$ cat src/rtl/capture_ctrl_pkg.sv
// Shared command codes, state encodings and command decoder
// for the capture controller and the host-link FSM.
package capture_ctrl_pkg;

  localparam logic [31:0] CMD_START = 32'h1111_1111;
  localparam logic [31:0] CMD_STOP  = 32'h0000_0000;

  localparam logic [3:0] OP_SET_MASK  = 4'h2;
  localparam logic [3:0] OP_SET_VAL   = 4'h3;
  localparam logic [3:0] OP_SET_COUNT = 4'h4;

  localparam logic [1:0] ST_IDLE    = 2'd0;
  localparam logic [1:0] ST_ARMED   = 2'd1;
  localparam logic [1:0] ST_CAPTURE = 2'd2;
  localparam logic [1:0] ST_DONE    = 2'd3;

  typedef struct packed {
    logic start;
    logic stop;
    logic set_mask;
    logic set_val;
    logic set_cnt;
  } cmd_dec_t;

  // At most one field is set, so callers may use unique case.
  function automatic cmd_dec_t cmd_decode(
    input logic        valid,
    input logic [31:0] word
  );
    cmd_dec_t d;
    d          = '0;
    d.start    = valid && (word == CMD_START);
    d.stop     = valid && (word == CMD_STOP);
    d.set_mask = valid && (word[31:28] == OP_SET_MASK);
    d.set_val  = valid && (word[31:28] == OP_SET_VAL);
    d.set_cnt  = valid && (word[31:28] == OP_SET_COUNT);
    return d;
  endfunction

endpackage

$ cat src/rtl/capture_ctrl_trig_cmp.sv
// Combinational trigger comparator.
// Ports: sample/mask/val (16b), valid in; hit out.
module trig_cmp (
  input  logic [15:0] sample,
  input  logic [15:0] mask,
  input  logic [15:0] val,
  input  logic        valid,
  output logic        hit
);

  assign hit = valid && (((sample ^ val) & mask) == 16'h0);

endmodule

$ cat src/rtl/capture_ctrl.sv
// Sample capture controller: host commands, trigger, FIFO writes.
// Ports: cmd_valid/cmd_data, sample_i/sample_valid, fifo_full in;
// fifo_wr_n/fifo_data, run_en, done, overflow, state_o out.
module capture_ctrl
  import capture_ctrl_pkg::*;
#(
  parameter int DATA_LEN = 32,
  parameter int CNT_LEN  = 24
) (
  input  logic                clk,
  input  logic                rst_n,
  input  logic                cmd_valid,
  input  logic [DATA_LEN-1:0] cmd_data,
  input  logic [DATA_LEN-1:0] sample_i,
  input  logic                sample_valid,
  input  logic                fifo_full,
  output logic                fifo_wr_n,
  output logic [DATA_LEN-1:0] fifo_data,
  output logic                run_en,
  output logic                done,
  output logic                overflow,
  output logic [1:0]          state_o
);

  logic [1:0]          state_q, state_d;
  logic [CNT_LEN-1:0]  cnt_q, cnt_d;
  logic [CNT_LEN-1:0]  target_q, target_d;
  logic [15:0]         mask_q, mask_d;
  logic [15:0]         val_q, val_d;
  logic                ovf_q, ovf_d;
  logic                wr_n_q, wr_n_d;
  logic [DATA_LEN-1:0] data_q, data_d;

  cmd_dec_t           dec;
  logic               hit;
  logic               take;
  logic [CNT_LEN-1:0] cnt_sat;

  assign dec = cmd_decode(cmd_valid, cmd_data[31:0]);

  trig_cmp u_trig (
    .sample (sample_i[15:0]),
    .mask   (mask_q),
    .val    (val_q),
    .valid  (sample_valid),
    .hit    (hit)
  );

  // Free-running capture must not wrap back to zero.
  assign cnt_sat = (cnt_q == '1) ? cnt_q
                 : cnt_q + CNT_LEN'(1);

  // A sample is taken on a trigger hit while armed, or any
  // valid sample while capturing. STOP always overrides.
  always_comb begin
    take = 1'b0;
    if (!dec.stop) begin
      unique case (state_q)
        ST_ARMED:   take = hit;
        ST_CAPTURE: take = sample_valid;
        default:    take = 1'b0;
      endcase
    end
  end

  always_comb begin
    state_d  = state_q;
    cnt_d    = cnt_q;
    target_d = target_q;
    mask_d   = mask_q;
    val_d    = val_q;
    ovf_d    = ovf_q;
    wr_n_d   = 1'b1;
    data_d   = data_q;

    if (dec.stop) begin
      state_d = ST_IDLE;
    end else if (state_q == ST_IDLE ||
                 state_q == ST_DONE) begin
      unique case (1'b1)
        dec.start: begin
          state_d = ST_ARMED;
          cnt_d   = '0;
          ovf_d   = 1'b0;
        end
        dec.set_mask: mask_d = cmd_data[15:0];
        dec.set_val:  val_d  = cmd_data[15:0];
        dec.set_cnt:
          target_d = CNT_LEN'(cmd_data[23:0]);
        default: ;
      endcase
    end

    if (take) begin
      if (state_q == ST_ARMED)
        state_d = ST_CAPTURE;
      if (!fifo_full) begin
        wr_n_d = 1'b0;
        data_d = sample_i;
        cnt_d  = cnt_sat;
        // Last write and DONE land on the same edge.
        if (target_q != '0 && cnt_sat == target_q)
          state_d = ST_DONE;
      end else begin
        ovf_d = 1'b1;
      end
    end
  end

  always_ff @(posedge clk or negedge rst_n) begin
    if (!rst_n) begin
      state_q  <= ST_IDLE;
      cnt_q    <= '0;
      target_q <= '0;
      mask_q   <= '0;
      val_q    <= '0;
      ovf_q    <= 1'b0;
      wr_n_q   <= 1'b1;
      data_q   <= '0;
    end else begin
      state_q  <= state_d;
      cnt_q    <= cnt_d;
      target_q <= target_d;
      mask_q   <= mask_d;
      val_q    <= val_d;
      ovf_q    <= ovf_d;
      wr_n_q   <= wr_n_d;
      data_q   <= data_d;
    end
  end

  assign fifo_wr_n = wr_n_q;
  assign fifo_data = data_q;
  assign overflow  = ovf_q;
  assign state_o   = state_q;
  assign done      = (state_q == ST_DONE);
  assign run_en    = (state_q == ST_ARMED) ||
                     (state_q == ST_CAPTURE);

endmodule

$ cat config.mk
export PLATFORM = sky130hd
export DESIGN_NAME = capture_ctrl
export DESIGN_NICKNAME = d
export VERILOG_FILES = /design/src/rtl/capture_ctrl_pkg.sv /design/src/rtl/capture_ctrl_trig_cmp.sv /design/src/rtl/capture_ctrl.sv
export SDC_FILE = /design/constraint.sdc
export NUM_CORES = 1
export LEC_CHECK = 0
export CAP_MARGIN = 15
export CORE_MARGIN = 5
export CORE_UTILIZATION = 57
export DETAILED_ROUTE_END_ITERATION = 8
export PLACE_DENSITY = 0.95
export SLEW_MARGIN = 20
export SYNTH_ARGS = -nofsm -noshare
export SYNTH_HDL_FRONTEND = slang
export SYNTH_SLANG_ARGS = --single-unit
$ cat constraint.sdc
create_clock -name clk -period 4.75 [get_ports clk]
set_input_delay 0.95 -clock clk [delete_from_list [all_inputs] [get_ports clk]]
set_output_delay 0.95 -clock clk [all_outputs]
set_load 0.005 [all_outputs]
==> results of run 1 <==
==> power by group <==
group	switching, µW	internal, µW	leakage [µW]	total [µW]
logic	180	248	0.00158	429
clock network	439	781	0.000277	1220
registers	125	1110	0.00150	1240
==> cell type report <==
cell class,count,area [µm²],area share (%)
clock buffers,22,463,5.90
clock inverters,9,104,1.32
flip-flops and latches,116,2900,37.0
well taps,136,170,2.17
repair buffers,115,1130,14.3
inverters,10,37.5,0.478
multi-input cells,392,3040,38.8
==> metal layers <==
| layer | global-route usage, % | routed length (µm) | up-vias |
|---|---|---|---|
| li1 | - | - | 2216 |
| met4 | 11.9 | 643 | 0 |
| met1 | 35.0 | 6760 | 2460 |
| met5 | 0 | 0 | - |
| met2 | 49.4 | 9030 | 289 |
| met3 | 8.01 | 1440 | 56 |
==> metrics by stage <==
step	utilization (%)	worst slack, ns
3_5_place_dp	70.2	0.924
5_1_grt	75.7	0.711
3_3_place_gp	70.2	0.961
4_1_cts	75.7	0.919
6_report	75.7	0.807
2_1_floorplan	-	1.66
==> cells by family after synthesis <==
kind of cell               synth area share [%]
adders and majority gates                 0.821
DFF                                        47.7
muxes                                      16.9
AOI/OAI and AO/OA                          9.57
and+or+nand+nor                            15.7
buffers and inverters                      2.40
xor gates and xnor gates                   6.90
==> state kept, by name, indices dropped and copies added (netlist names) <==
register	flops
fifo_data	32
val_q	16
target_q	24
fifo_wr_n	1
state_o	2
overflow	1
mask_q	16
cnt_q	24
==> layout by cell type, fill, tap and decap left out, types with 6 or more instances in the layout <==
cell               n
a22oi_1            8
o21ai_0           25
and3_1             7
xor2_1            27
xnor2_1           21
nand4_1           12
a311oi_1           6
a21oi_1           13
clkbuf_16         16
mux2_2            89
inv_1              9
nor2_1            36
dfrtp_1          115
buf_4             10
nor4_1            17
clkdlybuf4s50_1  105
nand3_1           13
nand2_1           36
nor3_1            10
==> worst paths after layout <==
path                       cells past startpoint            end  slack [ns]     startpoint
max                                            9     state_o[0]        0.81       cnt_q[1]
max reg2reg                                    9     state_o[0]        0.81       cnt_q[1]
min reg2reg                                    1  fifo_data[17]        0.50  fifo_data[17]
max in group asynchronous                      2       overflow        3.57          rst_n
min in group clk                               1  fifo_data[17]        0.50  fifo_data[17]
min                                            1      cnt_q[17]        0.27          rst_n
==> impl_metrics.yaml, run 1 <==
die:
  row_count: 37
  pin_count: 107
  dieArea_mm2: 0.0129
  start_util_pct: 58.8
  dieHeight_um: 113
  die_x_um: 113
  core_mm2: 0.0104
routing:
  wire_per_inst_um: 22.3
  num_vias: 5021
  drt_drc_violations_left: 0
  ant_nets: 0
  vias_per_cell: 6.28
  drt-pass1-iter-count: 6
  drt_iter0_drc: 433
  drt-total-wl_um: 17900
final_layout:
  syn_to_final_growth_pct: 28.8
  nets: 725
  drive_gt1_share_pct: 22.0
  final_cells: 800
  antenna_cells: 0
  fillers: 686
  final_area_mm2: 0.00785
setup_path:
  start_kind: "flip-flop"
  worst-setup-path-type: "flip-flop to flip-flop"
  critical_path.top_delay_family: "simple AND/OR/NAND/NOR gates"
  end_kind: "flip-flop"
  cp.arrival_ns: 4.39
  critPathMaxFanout: 8
  crit_slowest_cell: "or4_1"
  path_cells: "ha_1, nand3_2, or4_1, nor3_1, xnor2_1, nand3_1, or4_1, nor4_2, o21bai_1"
  required_ns: 5.19
  crit_buf_inv: 0
  max_stage_delay_ns: 0.80
  crit_top_cell: "or4_1"
clock_network:
  cts_setup_buffers: 0
  cts-resized-gates: 0
  cts_buffers: 17
  holdBufCountCts: 0
  cts_tree: "yes"
  clk_pin_slew_ns: 0.06
  clk_path_buf_depth: 2
  ctsRootBufferMaster: "clkbuf_8"
  cts.sink_count: 116
  h-tree-depth: 4
  clk_latency_ns: 0.52
synthesis:
  synth_area_leaders: "dfrtp_1 (47%), mux2_2 (16%), xor2_1 (3.9%)"
  syn_avg_cell_area_um2: 11.2
  synth-seq-cells: 116
  synth_edf_count: 0
  synth_most_common_cell: "dfrtp_1"
  yosysTopAreaCell: "dfrtp_1"
  ys.flop_type: "dfrtp_1"
  ys_types: 63
  synthArstFlopShare_pct: 100
  yosys-top-cells-count: "dfrtp_1 (115), mux2_2 (89), nand2_1 (36), nor2_1 (36), xor2_1 (27)"
  synthCells: 542
  syn_nets: 615
  syn_area_mm2: 0.00609
  ys_seq_area_share_pct: 47.7
  yosys_warnings: 0
  synth.top_cell.area_share_pct: 47.2
placed_design:
  gp_congestion: 0.938
  port_buffers: 106
  placed_cell_area_mm2: 0.00728
  hpwl_um: 13000
  placed_cells: 769
timing:
  whs_ns: 0.273
  rsz0062_at_grt: "no"
  final_max_slew_viol_count: 0
  hold_viol_final: 0
  finalCriticalPeriod_ns: 3.94
  totalNegativeSetupSlack_ns: 0
  relSlewSlack_pct: 35.8
  finalCritPeriodShare_pct: 83.0
  finalSetupViolations: 0
  max_freq_mhz: 254
  skew_ns: 0.00752
  worst_pin_slew_ns: 0.939
pwr:
  p_per_area_mw_per_mm2: 368
  peakVddDrop_v: 0.000311
  power.total_uw: 2890
  leakage_uw: 0.00336
global_route:
  grt_antenna_before_repair: 0
  grt.total_usage_pct: 29.1
  grt_pass1_vias: 5419
  grt_max_degree: 54
  grt_pass1_wl_um: 29000
  grt_overflow: 0
worst_hold_path:
  holdCritPathClass: "input pin to async pin"
run:
  cap_violations: 0
outcome:
  status: "finished clean"
(Power assumes the default switching activity.)
==> run 2, diff against run 1 <==
- CORE_UTILIZATION: 57 -> 53
- PLACE_DENSITY: 0.95 -> 0.92
- clock period: 4.75 -> 3.9 ns (I/O delays scaled with it)
==> run 2 against run 1 <==
  * Final area grew 1.7%
  * Cell count rose by 1.8%
  * Maximum frequency grew 7.1%
  * Worst hold slack improved by 0.15 ns
  * Global-route usage fell by 3.8 points
  * Clock power grew 37%
  * Sequential power is 21% higher
  * Sequential cell count is the same
  * Combinational power grew 20%
  * Register-to-register slack got worse by 0.59 ns
  * First-iteration DRC count is 45% lower
  * Total power up 28%
==> impl_metrics.yaml, run 2 (synthesis gave the netlist of run 1 again) <==
final_layout:
  layout_common_cells: "dfrtp_1 (115), clkdlybuf4s50_1 (105), mux2_2 (89)"
  final_cells: 814
  fin_util_pct: 70.5
  largest_reg_flops: 32
  nets: 731
  antenna_cells: 0
  syn_to_final_growth_pct: 31.0
  layout_commonest_cell: "dfrtp_1"
  drive_gt1_share_pct: 23.1
setup_path:
  rrSetupSlack_ns: 0.22
  crit_buf_inv: 0
  worst-setup-path-type: "flip-flop to flip-flop"
  rr_endpoint: "state_o[0]"
  regToRegStartpoint: "cnt_q[1]"
  start_kind: "flip-flop"
  rr_worst_depth: 9
  max_stage_delay_ns: 0.70
  critical_path.top_delay_family: "simple AND/OR/NAND/NOR gates"
  critPathMaxFanout: 8
  required_ns: 4.24
  crit_slowest_cell: "or4_1"
  end_kind: "flip-flop"
  cp.arrival_ns: 4.02
  crit_top_cell: "or4_1"
  path_cells: "ha_1, nand3_2, or4_1, nor3_1, xnor2_1, nand3_1, or4_1, nor4_2, o21bai_1"
routing:
  vias_per_cell: 6.11
  ant_nets: 0
  num_vias: 4977
  drt_drc_violations_left: 0
  drt-pass1-iter-count: 4
  drt_iter0_drc: 236
  drt-total-wl_um: 16700
  wire_per_inst_um: 20.6
run:
  cap_violations: 0
die:
  core_mm2: 0.0113
  row_count: 39
  die_x_um: 117
  dieArea_mm2: 0.0137
  dieHeight_um: 117
  pin_count: 107
  start_util_pct: 53.8
global_route:
  grt.total_usage_pct: 25.3
  grt_overflow: 0
  grt_pass1_wl_um: 26600
  grt_pass1_vias: 5260
  grt_antenna_before_repair: 0
  grt_max_degree: 60
placed_design:
  port_buffers: 106
  gp_congestion: 0.925
  placed_cells: 782
  hpwl_um: 12400
clock_network:
  cts_tree: "yes"
  clk_path_buf_depth: 2
  holdBufCountCts: 0
  ctsRootBufferMaster: "clkbuf_16"
  cts-resized-gates: 0
  cts_buffers: 17
  h-tree-depth: 4
  clk_pin_slew_ns: 0.06
  cts_setup_buffers: 0
  cts.sink_count: 116
  clk_latency_ns: 0.42
outcome:
  status: "finished clean"
timing:
  finalCritPeriodShare_pct: 94.4
  max_freq_mhz: 272
  finalSetupViolations: 0
  worst_pin_slew_ns: 0.891
  relSlewSlack_pct: 39.1
  final_max_slew_viol_count: 0
  skew_ns: 0.00836
  rsz0062_at_grt: "no"
  totalNegativeSetupSlack_ns: 0
  finalCriticalPeriod_ns: 3.68
  hold_viol_final: 0
pwr:
  p_per_area_mw_per_mm2: 461
  peakVddDrop_v: 0.000380
  leakage_uw: 0.00341
worst_hold_path:
  holdCritPathClass: "input pin to async pin"
## run 2: layer usage
metal / vias up / GRT usage, % / wire length, µm
met5: - / 0 / 0
met4: 0 / 8.72 / 419
met3: 42 / 8.02 / 1370
met2: 220 / 43.1 / 8470
met1: 2478 / 30.3 / 6490
li1: 2237 / - / -
## run 2: metrics by stage
step | total power (µW) | hold WS [ns] | worst slack (ns) | cell area [µm²]
after detailed placement | 2020 | 0.491 | 0.242 | 7350
after floorplan | 1770 | 0.479 | 0.813 | 6090
final | 3680 | 0.423 | 0.217 | 7980
after global routing | 3810 | 0.471 | 0.175 | 7980
after CTS | 3690 | 0.443 | 0.304 | 7980
after global placement | 1990 | 0.487 | 0.318 | 7330
## run 2: how the worst max path moves through the flow
stage                 endpoint  cells past startpoint    startpoint  slack [ns]
floorplan           state_o[0]                     10      cnt_q[0]        0.81
global placement    state_o[0]                     10  sample_i[14]        0.32
detailed placement  state_o[0]                     10  sample_i[14]        0.24
CTS                 state_o[0]                      9      cnt_q[1]        0.30
global route        state_o[0]                      9      cnt_q[1]        0.17
finish              state_o[0]                      9      cnt_q[1]        0.22
## run 2: power breakdown
part,internal (µW),switching (µW)
Sequential,1360,144
Combinational,302,212
Clock,1100,567
## run 2: layout make-up
class / instances / area [µm²]
timing repair buffer: 121 / 1180
tap: 143 / 179
multi-input combinational: 392 / 3050
sequential: 116 / 2900
clock buffer: 20 / 457
fill: 768 / 3340
clock inverter: 12 / 176
inverter: 10 / 37.5
==> run 3, diff against run 2 <==
- CORE_UTILIZATION: 53 -> 55
- CTS_BUF_LIST: not set -> sky130_fd_sc_hd__clkbuf_4
- GPL_TIMING_DRIVEN: not set -> 0
- PLACE_DENSITY: 0.92 -> 0.95
==> run 3 against run 2 <==
  * Cell count up 0.86%
  * Final area down 4.3%
  * Non-clock buffer count up 10
  * Worst setup slack worse by 0.060 ns
  * Die area down 3.3%
  * Combinational power up 5.1%
  * Sequential share of layout area up 1.6 points
  * Via count up 2.4%
  * Clock power down 46%
  * First-iteration DRC count up 67%
  * Global-route usage up 3.9 points
  * Clock-buffer cell count down 3
  * Largest cell class unchanged
  * Highest routed layer unchanged
==> impl_metrics.yaml, run 3 (synthesis gave the netlist of run 1 again) <==
timing:
  worst_pin_slew_ns: 0.850
  rsz0062_at_grt: "no"
  skew_ns: 0.0231
  finalCritPeriodShare_pct: 96.0
  max_freq_mhz: 267
  finalCriticalPeriod_ns: 3.74
  whs_ns: 0.170
  finalSetupViolations: 0
  hold_viol_final: 0
  relSlewSlack_pct: 43.2
  final_max_slew_viol_count: 0
placed_design:
  hpwl_um: 13200
  port_buffers: 106
  gp_congestion: 0.994
  placed_cells: 789
setup_path:
  path_cells: "ha_1, nand3_2, or4_1, buf_6, nor3_1, xnor2_1, nand3_1, or4_1, nor4_2, o21bai_1"
  regToRegStartpoint: "cnt_q[1]"
  max_stage_delay_ns: 0.54
  critPathMaxFanout: 8
  worst-setup-path-type: "flip-flop to flip-flop"
  crit_top_cell: "or4_1"
  crit_slowest_cell: "or4_1"
  cp.arrival_ns: 4.21
  rr_worst_depth: 10
  end_kind: "flip-flop"
  required_ns: 4.37
  start_kind: "flip-flop"
  startpoint: "cnt_q[1]"
global_route:
  grt_pass1_vias: 5421
  grt_antenna_before_repair: 0
  grt_overflow: 0
  grt.total_usage_pct: 29.2
  grt_pass1_wl_um: 29400
  grt_max_degree: 67
final_layout:
  layout_commonest_cell: "dfrtp_1"
  antenna_cells: 0
  drive_gt1_share_pct: 21.9
  layout_common_cells: "dfrtp_1 (115), clkdlybuf4s50_1 (105), mux2_2 (89)"
  syn_to_final_growth_pct: 25.4
  largest_reg_flops: 32
  final_cells: 821
  nets: 741
  fillers: 704
  fin_util_pct: 70.5
routing:
  vias_per_cell: 6.20
  drt-pass1-iter-count: 5
  drt_iter0_drc: 395
  wire_per_inst_um: 22.5
  drt-total-wl_um: 18500
  num_vias: 5094
  drt_drc_violations_left: 0
  ant_nets: 0
clock_network:
  cts_setup_buffers: 0
  ctsRootBufferMaster: "clkbuf_4"
  cts.sink_count: 116
  clk_pin_slew_ns: 0.12
  cts_buffers: 17
  h-tree-depth: 4
  clk_latency_ns: 0.55
  cts_tree: "yes"
  clk_path_buf_depth: 2
  cts-resized-gates: 0
  holdBufCountCts: 0
die:
  pin_count: 107
  dieArea_mm2: 0.0133
  row_count: 38
  start_util_pct: 56.2
  dieHeight_um: 115
  core_mm2: 0.0108
  die_x_um: 115
pwr:
  p_per_area_mw_per_mm2: 385
  peakVddDrop_v: 0.000310
  leakage_uw: 0.00326
worst_hold_path:
  holdCritPathClass: "input pin to async pin"
outcome:
  status: "finished clean"
run:
  cap_violations: 0
run 3: final timing paths:
kind / end / slack, ns
hold / removal: cnt_q[13] / 0.17
min in group clk: fifo_data[25] / 0.51
max in group asynchronous: target_q[9] / 3.07
setup / recovery: state_o[0] / 0.16
hold reg to reg: fifo_data[25] / 0.51
setup reg to reg: state_o[0] / 0.16
run 3: routing by layer:
metal	track usage, %	up-vias	part of all wire (%)
li1	-	2260	-
met1	35.2	2518	39
met2	48.5	255	50
met3	8.21	61	7.8
met4	13.7	0	3.6
met5	0	-	0
run 3: worst max-delay path, delay by kind of cell (launching register included):
family | cells | cell delay, ns
AND/OR/NAND/NOR | 6 | 2.24
flip-flops | 1 | 0.51
adder cells (fa/ha/maj) | 1 | 0.35
XOR/XNOR | 1 | 0.21
AO/OA/AOI/OAI | 1 | 0.18
buffers and inverters | 1 | 0.17
run 3: metrics by stage:
stage                     cell area [µm²]  TNS (ns)  setup slack (ns)  total power (µW)
after CTS                            7640         0             0.210              2940
final                                7640         0             0.157              2940
after global routing                 7640         0            0.0130              3070
after detailed placement             7360     -1.84            -0.128              2040
after floorplan                      6090         0             0.813              1770
after global placement               7330   -258.46             -2.24              1990
run 3: area by class of cell:
cell class	count	area, µm²	area share, %
multi-input combinational	392	3040	39.8
clock inverter	15	154	2.01
clock buffer	17	128	1.67
sequential	116	2900	38.0
buffer	24	109	1.42
timing repair buffer	107	1090	14.3
tap	140	175	2.29
inverter	10	37.5	0.491
run 3: power by group:
group | internal (µW) | total, µW | switching, µW
logic | 305 | 540 | 236
clock network | 382 | 901 | 519
registers | 1350 | 1500 | 151
total | 2040 | 2940 | 906
